<file path="src/rtl/afifo_pkg.sv">
// afifo_pkg: pointer-width convention and Gray/binary conversions shared by both FIFO pointer blocks
package afifo_pkg;
  localparam int PtrMax = 32;
  function automatic int ptr_width(input int aw);
    return aw + 1;
  endfunction
  // Operands are zero-extended to PtrMax; leading zeros do not disturb either conversion.
  function automatic logic [PtrMax-1:0] bin2gray(input logic [PtrMax-1:0] b);
    return b ^ (b >> 1);
  endfunction
  function automatic logic [PtrMax-1:0] gray2bin(input logic [PtrMax-1:0] g);
    logic [PtrMax-1:0] b;
    b = g;
    for (int i = PtrMax - 2; i >= 0; i--) b[i] = b[i+1] ^ g[i];
    return b;
  endfunction
endpackage

</file>
<file path="src/rtl/wptr_full.sv">
// wptr_full: write-domain pointer, Gray pointer export and full/almost-full/fill/overflow status
module wptr_full
  import afifo_pkg::*;
#(
  parameter int Addr_Width         = 8,
  parameter int Almost_Full_Thresh = 2**Addr_Width - 4
) (
  input  logic                  wrclk,
  input  logic                  wr_rst_n,
  input  logic                  winc,
  input  logic [Addr_Width:0]   rptr_sync,
  output logic [Addr_Width-1:0] waddr,
  output logic [Addr_Width:0]   wptr,
  output logic                  wen,
  output logic                  wfull,
  output logic                  walmost_full,
  output logic [Addr_Width:0]   wfill,
  output logic                  wovf
);
  localparam int PW = ptr_width(Addr_Width);
  localparam logic [PW-1:0] AfThresh = PW'(Almost_Full_Thresh);
  logic [PW-1:0] wbin_q, wbin_d, wgray_q, wgray_d, wfill_q, wfill_d, rbin;
  logic wfull_q, wfull_d, waf_q, waf_d, wovf_q, wovf_d;
  always_comb begin
    wen     = winc & ~wfull_q & wr_rst_n;
    wbin_d  = wbin_q + PW'(wen);
    wgray_d = PW'(bin2gray(PtrMax'(wbin_d)));
    rbin    = PW'(gray2bin(PtrMax'(rptr_sync)));
    // Full when the next write pointer is one whole lap ahead of the read pointer.
    wfull_d = wgray_d == {~rptr_sync[Addr_Width:Addr_Width-1], rptr_sync[Addr_Width-2:0]};
    wfill_d = wbin_d - rbin;
    waf_d   = wfill_d >= AfThresh;
    wovf_d  = wovf_q | (winc & wfull_q);
  end
  always_ff @(posedge wrclk) begin
    if (!wr_rst_n) begin
      wbin_q  <= '0;
      wgray_q <= '0;
      wfill_q <= '0;
      wfull_q <= 1'b0;
      waf_q   <= 1'b0;
      wovf_q  <= 1'b0;
    end else begin
      wbin_q  <= wbin_d;
      wgray_q <= wgray_d;
      wfill_q <= wfill_d;
      wfull_q <= wfull_d;
      waf_q   <= waf_d;
      wovf_q  <= wovf_d;
    end
  end
  assign waddr        = wbin_q[Addr_Width-1:0];
  assign wptr         = wgray_q;
  assign wfull        = wfull_q;
  assign walmost_full = waf_q;
  assign wfill        = wfill_q;
  assign wovf         = wovf_q;
endmodule

</file>
<file path="config.mk">
export PLATFORM = sky130hd
export DESIGN_NAME = wptr_full
export DESIGN_NICKNAME = d
export VERILOG_FILES = /design/src/rtl/afifo_pkg.sv /design/src/rtl/wptr_full.sv
export SDC_FILE = /design/constraint.sdc
export NUM_CORES = 1
export LEC_CHECK = 0
export BUFFER_PORTS_ARGS = -buffer_cell sky130_fd_sc_hd__buf_2
export CORE_MARGIN = 8
export CORE_UTILIZATION = 48
export DETAILED_ROUTE_END_ITERATION = 8
export HOLD_SLACK_MARGIN = 0.06
export MAX_ROUTING_LAYER = met4
export PLACE_DENSITY = 0.76
export RECOVER_POWER = 100
export SYNTH_ARGS = -nofsm -noshare
export SYNTH_HDL_FRONTEND = slang
export SYNTH_SLANG_ARGS = --single-unit
</file>
<file path="constraint.sdc">
create_clock -name wrclk -period 3 [get_ports wrclk]
set_input_delay 0 -clock wrclk [delete_from_list [all_inputs] [get_ports wrclk]]
set_output_delay 0 -clock wrclk [all_outputs]
set_load 0.005 [all_outputs]
</file>
# Word level (Yosys, flattened, before mapping)
# Index checks and enable logic that the tools add are counted.
# totals
regBits	30
in_bits	12
out_inout_bits	30
# classes
n_addsub	2
order_cmp	1
n_eq_ne	1
n_bitwise	15
# ops
operator	n
$add A9 B1 Y9	1
$eq A9 B9 Y1	1
$ge A9 B8 Y1 const B	1
$sub A9 B9 Y9	1
$xor A9 B8 Y9	1
$xor A1 B1 Y1	8
$and A1 B1 Y1	3
$not A2 Y2	1
$not A1 Y1	1
$or A1 B1 Y1	1

# Depth between registers and ports, before layout
# Gate-level depths: netlist of the first run.
# depth
ltp_word	10
mapped_depth	16
depth_no_buf	14

# Least setup slack after synthesis of the first run
# OpenSTA, ideal clock, no wires.
# synth_path
path_kind	input-to-reg
from	input rptr_sync[8]
to	register waf_q, in the netlist walmost_full
arrival_time_ps	2842
slack_ps	41
cell_stages	14
n_path_buf	0
cell_sequence	xnor3_2 -> xor2_2 -> xnor3_2 -> xor2_2 -> xor2_2 -> xnor2_1 -> ha_1 -> fa_1 -> nand2b_1 -> a21oi_1 -> o31ai_1 -> a21oi_1 -> xor2_1 -> a32o_1
# synth_via
elab_chain_len	10
# synth_rtl
item	line_no	text
start: declaration	wptr_full.sv:11	input logic [Addr_Width:0] rptr_sync,
$xor A1 B1 Y1 (8 in series)	afifo_pkg.sv:14	for (int i = PtrMax - 2; i >= 0; i--) b[i] = b[i+1] ^ g[i];
$sub A9 B9 Y9 (*)	wptr_full.sv:31	wfill_d = wbin_d - rbin;
$ge A9 B8 Y1 (*)	wptr_full.sv:32	waf_d = wfill_d >= AfThresh;
end signal: assignment	wptr_full.sv:48	waf_q <= waf_d;
end: declaration	wptr_full.sv:23	logic wfull_q, wfull_d, waf_q, waf_d, wovf_q, wovf_d;
# Every way passes the cells marked *; elsewhere a longest branch is shown, timed or not.
# A chain may end at the register's enable or synchronous reset.

# Worst setup path in the final report of the first run
# layout_path
from	input rptr_sync[6]
to	register waf_q, in the netlist walmost_full
# layout_via
elab_chain_len	9
# layout_rtl
item	line_no
$xor A1 B1 Y1 (*)	afifo_pkg.sv:14
$xor A1 B1 Y1 (6 in series)	afifo_pkg.sv:14
$sub A9 B9 Y9 (*)	wptr_full.sv:31
$ge A9 B8 Y1 (*)	wptr_full.sv:32
# Marks and branches as above.

==> impl_metrics.py, run 1 <==
metrics = {
    "status": {
        "status": "completed",
    },
    "worst_setup_path": {
        "r2r_setup_slack_ns": 0.25,
        "critPathMaxStageDelay_ns": 0.44,
        "r2r_cells": 13,
        "startpoint_type": "primary input",
        "path_cells": "buf_6 > xnor3_2 > xor2_2 > xnor3_2 > xor2_4 > xor2_2 > buf_4 > ha_1 > nor2b_1 > o31a_1 > o31ai_2 > a21boi_1 > and4_1 > a32o_1",
        "crit_buf_inv": 2,
        "regToRegStartpoint": "wfull$_SDFF_PN0_",
        "cp-end-kind": "register",
        "cp_top_family": "XOR/XNOR gates",
        "critPathRequiredTime_ns": 3.28,
        "slowest_stage": "xnor3_2",
        "crit_fanout": 2,
        "crit_arrival_ns": 3.19,
        "reg2reg_to": "walmost_full$_SDFF_PN0_",
        "path_class": "primary input to register",
    },
    "timing": {
        "fin_crit_ns": 2.908,
        "period_share": 0.9694,
        "tightest_slew_ns": 0.4486,
        "finalHoldViolCount": 0,
        "max_freq_mhz": 343.8,
        "skew_ns": 0.007649,
        "slew_viol_final": 0,
        "setup-violations-final": 0,
        "setup_tns_ns": 0,
        "slew_headroom": 0.7006,
    },
    "floorplan": {
        "start_util": 0.4867,
        "io_pins": 42,
        "dieWidth_um": 76.24,
        "dieHeight_um": 76.24,
        "die_area_um2": 5812,
        "std_cell_rows": 22,
        "core-area_um2": 3578,
    },
    "clocking": {
        "cts_max_level": 2,
        "cts_root_buf": "clkbuf_4",
        "cts_tree": "built",
        "cts_buffer_depth": 2,
        "numCtsBuffers": 5,
        "clk_pin_slew_ns": 0.09,
        "worst_skew_pair.late_latency_ns": 0.33,
        "clock_sinks": 29,
    },
    "yosys": {
        "synth.largest_area_cell": "dfxtp_1",
        "async_flop_share": 0,
        "avgSynthCellArea_um2": 9.024,
        "synth_most_common_cell": "dfxtp_1",
        "synth_nets": 216,
        "yosys_warnings": 0,
        "netlist_instances": 193,
        "synth_top_cell_area_share": 0.3333,
        "synth_ff_type": "dfxtp_1",
        "synth.distinct_cells": 40,
        "synth_edf_count": 0,
        "synth_seq_area_share": 0.3333,
        "ys_ff_latch": 29,
        "synth_area_um2": 1742,
        "yosys-top-cells-count": "dfxtp_1, nor2_1, and2_1",
        "synthTopCellsByArea": "dfxtp_1, ha_1, xnor2_1",
    },
    "power_and_ir_drop": {
        "clockPowerShare": 0.249,
        "switching_share": 0.3078,
        "seqPwrFrac": 0.391,
        "p_leak_nw": 0.9799,
        "switchingPower_mw": 0.3389,
        "p_per_area_nw_per_um2": 488.6,
        "p_int_mw": 0.7621,
        "power_frac_comb": 0.361,
        "power_mw": 1.101,
        "vdd_drop_max_v": 0.0003278,
    },
    "layout": {
        "areaGrowthSynthToFinish_pct": 29.38,
        "drive_gt1_frac": 0.2364,
        "nets": 280,
        "antennaDiodeCount": 0,
        "stdcell_area_um2": 2253,
        "n_fill_cell": 331,
    },
    "grt": {
        "overflow": 0,
        "grt_pass1_wl_um": 7093,
        "grt_pass1_vias": 1528,
        "antenna_found_initial": 0,
        "grt_max_degree": 18,
        "grt_usage": 0.1508,
    },
    "routing": {
        "via_count": 1504,
        "wl_per_cell_um": 13.74,
        "routed_via_density": 4.915,
        "drc": 0,
        "routed_wl_um": 4205,
        "first_iter_violations": 83,
        "postRouteAntennaNets": 0,
        "drt_first_pass_iters": 4,
    },
    "worst_hold_path": {
        "hold_depth": 4,
        "min_from": "rptr_sync[0]",
        "holdPathEnd": "wfill[0]$_SDFF_PN0_",
        "hp-class": "primary input to register",
    },
    "flow_run": {
        "drv_cap": 0,
    },
    "place": {
        "dp_hpwl_um": 3082,
        "gp_congestion": 0.8252,
        "io_buffers": 41,
        "dpl_cell_area_um2": 2105,
    },
}
worst max-delay path by stage:
stage | startpoint | slack [ns] | depth (start not counted) | endpoint
global placement | rptr_sync[8] | -0.10 | 15 | walmost_full$_SDFF_PN0_
finish | rptr_sync[6] | 0.09 | 14 | walmost_full$_SDFF_PN0_
detailed placement | rptr_sync[8] | -0.20 | 15 | walmost_full$_SDFF_PN0_
floorplan | rptr_sync[8] | 0.04 | 14 | walmost_full$_SDFF_PN0_
CTS | rptr_sync[3] | 0.12 | 14 | walmost_full$_SDFF_PN0_
global route | rptr_sync[6] | -0.04 | 15 | walmost_full$_SDFF_PN0_
power by group through the flow:
| stage | clock network, mW | registers [mW] | logic (mW) |
|---|---|---|---|
| 3_3_place_gp | 0 | 0.438 | 0.340 |
| 2_1_floorplan | 0 | 0.445 | 0.197 |
| 4_1_cts | 0.282 | 0.430 | 0.354 |
| 5_1_grt | 0.301 | 0.434 | 0.433 |
| 3_5_place_dp | 0 | 0.439 | 0.344 |
| 6_report | 0.274 | 0.430 | 0.397 |
cell usage in the layout, fill, tap and decap left out, types with 2 or more instances in the layout:
master	netlist	final
buf_6	0	2
a211oi_1	2	2
a21boi_0	4	3
clkbuf_8	0	2
nor2b_1	2	2
nand3b_1	2	2
xnor2_1	14	14
o31ai_2	0	2
ha_1	10	9
o21a_1	4	4
o31ai_1	4	2
buf_2	3	21
xor2_1	13	13
xor2_2	3	2
clkbuf_4	0	5
buf_1	0	2
buf_4	0	16
o31a_1	2	2
xnor3_2	2	2
o211ai_1	2	2
clkbuf_1	4	19
nand2_1	11	11
a21oi_1	7	6
nor2_1	25	25
dlygate4sd3_1	0	4
dfxtp_1	29	29
o21ai_0	5	4
and2_1	15	14
inv_1	8	8
nor3_1	2	2
nand3_1	3	3
state kept, by name, summed over array words and instances (netlist names):
name,count
wbin_q,9
wptr,8
walmost_full,1
wfull,1
wfill,9
wovf,1
per-layer routing:
layer | track usage | vias up | routed length [µm]
met4 | 0.05192 | 0 | 55
met1 | 0.1754 | 681 | 1925
li1 | - | 784 | -
met3 | 0.05189 | 5 | 195
met5 | - | - | 0
met2 | 0.2365 | 34 | 2028
through the flow:
step                      utilization  setup slack [ns]  instances  hold WS (ns)
final                          0.6297           0.09175        306       0.09803
after global routing           0.6297          -0.04261        306        0.1032
after CTS                      0.6189            0.1221        304       0.07115
after global placement         0.5881           -0.1012        292        0.2758
after detailed placement       0.5881           -0.1972        292        0.2783
after floorplan                     -           0.04084        193       0.08302
final cells by class:
type / count / area [µm²] / share of cell area
clock buffers: 7 / 65.06 / 0.02887
clock inverters: 1 / 5.005 / 0.002221
inverters: 8 / 30.03 / 0.01333
multi-input cells: 149 / 1146 / 0.5086
flip-flops and latches: 29 / 580.6 / 0.2576
well taps: 48 / 60.06 / 0.02665
repair buffers: 64 / 366.6 / 0.1627
worst register-to-register path: cells and delay by family (launching register included):
| kind | cells | cell delay [ns] |
|---|---|---|
| buffers and inverters | 1 | 0.17 |
| adder cells (fa/ha/maj) | 3 | 0.75 |
| AND/OR/NAND/NOR | 3 | 0.45 |
| AO/OA/AOI/OAI | 4 | 0.54 |
| XOR/XNOR | 2 | 0.41 |
| flip-flops | 1 | 0.33 |
kinds of logic (layout without fill, tap and decap cells):
logic type | after synthesis | count (layout) | synth area share
AOI/OAI and AO/OA | 36 | 36 | 0.1451
and+or+nand+nor | 69 | 69 | 0.1997
xor gates and xnor gates | 33 | 33 | 0.2040
DFF | 29 | 29 | 0.3333
buffers and inverters | 15 | 80 | 0.03448
adders and majority gates | 11 | 11 | 0.08333
repair_timing:
action                                 CTS  global route
hold buffers                             4             0
endpoints found under the hold margin    2             0
resized for setup                        0            13
buffers inserted                         0             2
setup endpoints to repair                0             2
No activity file was read; power rests on OpenSTA's default activity.
==> run 2, diff against run 1 <==
--- a/config.mk
+++ b/config.mk
@@ -6,6 +6,7 @@
 export NUM_CORES = 1
 export LEC_CHECK = 0
 export BUFFER_PORTS_ARGS = -buffer_cell sky130_fd_sc_hd__buf_2
+export CORE_ASPECT_RATIO = 1.75
 export CORE_MARGIN = 8
 export CORE_UTILIZATION = 48
 export DETAILED_ROUTE_END_ITERATION = 8
==> impl_metrics.py, run 2 (same netlist as run 1, synthesis figures left out) <==
metrics = {
    "status": {
        "status": "completed",
    },
    "power_and_ir_drop": {
        "p_per_area_nw_per_um2": 512.4,
        "power_mw": 1.113,
        "p_leak_nw": 0.9370,
        "vdd_drop_max_v": 0.0004837,
    },
    "worst_setup_path": {
        "crit_fanout": 3,
        "cp_top_family": "XOR/XNOR gates",
        "path_class": "primary input to register",
        "slowest_stage": "xnor3_2",
        "path_cells": "buf_2 > xnor3_2 > xor2_2 > xnor3_2 > xor2_4 > xor2_2 > xnor2_1 > ha_1 > fa_1 > nand2b_1 > a21oi_2 > a21oi_1 > and4_1 > a32o_1",
        "critPathMaxStageDelay_ns": 0.44,
        "crit_arrival_ns": 2.99,
        "cp-end-kind": "register",
        "crit_buf_inv": 1,
        "critPathRequiredTime_ns": 3.17,
        "startpoint_type": "primary input",
    },
    "timing": {
        "max_freq_mhz": 354.9,
        "tightest_slew_ns": 0.4632,
        "worst_slack_ns": 0.1824,
        "skew_ns": 0.006678,
        "fin_crit_ns": 2.818,
        "slew_viol_final": 0,
        "setup-violations-final": 0,
        "finalHoldViolCount": 0,
        "whs_ns": 0.1019,
        "period_share": 0.9392,
        "slew_headroom": 0.6909,
    },
    "place": {
        "gp_congestion": 0.8905,
        "io_buffers": 41,
        "dp_hpwl_um": 3311,
        "dp_cells": 284,
        "place_ws_ns": -0.1424,
    },
    "layout": {
        "final_core_util": 0.6108,
        "areaGrowthSynthToFinish_pct": 24.71,
        "n_fill_cell": 336,
        "drive_gt1_frac": 0.2024,
        "nets": 269,
        "mostFrequentLayoutCell": "dfxtp_1",
        "antennaDiodeCount": 0,
        "mostFrequentLayoutCells": "dfxtp_1, nor2_1, clkbuf_1, buf_2, xnor2_1",
        "final_cells": 293,
    },
    "grt": {
        "grt_usage": 0.1609,
        "grt_max_degree": 18,
        "grt_pass1_wl_um": 6844,
        "grt_pass1_vias": 1531,
        "overflow": 0,
        "antenna_found_initial": 0,
    },
    "clocking": {
        "clk_pin_slew_ns": 0.06,
        "cts_root_buf": "clkbuf_8",
        "cts_buffer_depth": 2,
        "worst_skew_pair.late_latency_ns": 0.28,
        "cts_tree": "built",
        "cts_max_level": 2,
        "numCtsBuffers": 5,
        "clock_sinks": 29,
        "post_cts_buffers": 0,
    },
    "floorplan": {
        "std_cell_rows": 29,
        "core-area_um2": 3556,
        "dieHeight_um": 95.69,
        "dieWidth_um": 61.54,
        "start_util": 0.4898,
        "io_pins": 42,
        "die_area_um2": 5888,
    },
    "worst_hold_path": {
        "hp-class": "primary input to register",
    },
    "routing": {
        "first_iter_violations": 32,
        "drt_first_pass_iters": 4,
        "wl_per_cell_um": 14.53,
        "routed_via_density": 5.191,
        "postRouteAntennaNets": 0,
        "drc": 0,
        "via_count": 1521,
        "routed_wl_um": 4258,
    },
    "flow_run": {
        "drv_cap": 0,
    },
}
run 2: worst paths after layout:
path,startpoint,end,slack [ns],cells past startpoint
max reg2reg,wfull$_SDFF_PN0_,walmost_full$_SDFF_PN0_,0.26,12
min,rptr_sync[3],wfull$_SDFF_PN0_,0.10,4
min reg2reg,wovf$_SDFF_PN0_,wovf$_SDFF_PN0_,0.51,2
max,rptr_sync[8],walmost_full$_SDFF_PN0_,0.18,14
run 2: cell type report:
type	count	area, µm²	area share
inverters	8	30.03	0.01382
repair buffers	53	270.3	0.1244
clock buffers	7	96.34	0.04435
clock inverters	1	5.005	0.002304
multi-input cells	149	1132	0.5213
well taps	46	57.56	0.02650
flip-flops and latches	29	580.6	0.2673
run 2: per-stage QoR:
step	area [µm²]	setup TNS, ns
5_1_grt	2172	-0.001760
6_report	2172	0
3_3_place_gp	2057	-0.1530
3_5_place_dp	2057	-0.2911
2_1_floorplan	1742	0
4_1_cts	2168	0
run 2: power breakdown:
group / internal (mW) / switching, mW / total (mW)
clock: 0.207 / 0.147 / 0.354
combinational: 0.161 / 0.166 / 0.328
sequential: 0.421 / 0.0100 / 0.431
total: 0.789 / 0.324 / 1.11
run 2: worst min-delay path: cells and delay by family:
kind | cells | cell delay, ns
and+or+nand+nor | 1 | 0.07
buffers and inverters | 1 | 0.11
AOI/OAI and AO/OA | 1 | 0.08
xor gates and xnor gates | 1 | 0.07
run 2: timing repair:
action	in CTS	in global routing
hold endpoints to repair	1	0
hold buffers	1	0
resized for setup	0	6
setup endpoints to repair	0	3
run 2: metal layers:
layer | GRT usage | routed length (µm) | vias to the layer above
met5 | - | 0 | -
met4 | 0.09560 | 108 | 0
met3 | 0.02973 | 157 | 9
met2 | 0.2839 | 2320 | 38
met1 | 0.1528 | 1671 | 718
li1 | - | - | 756
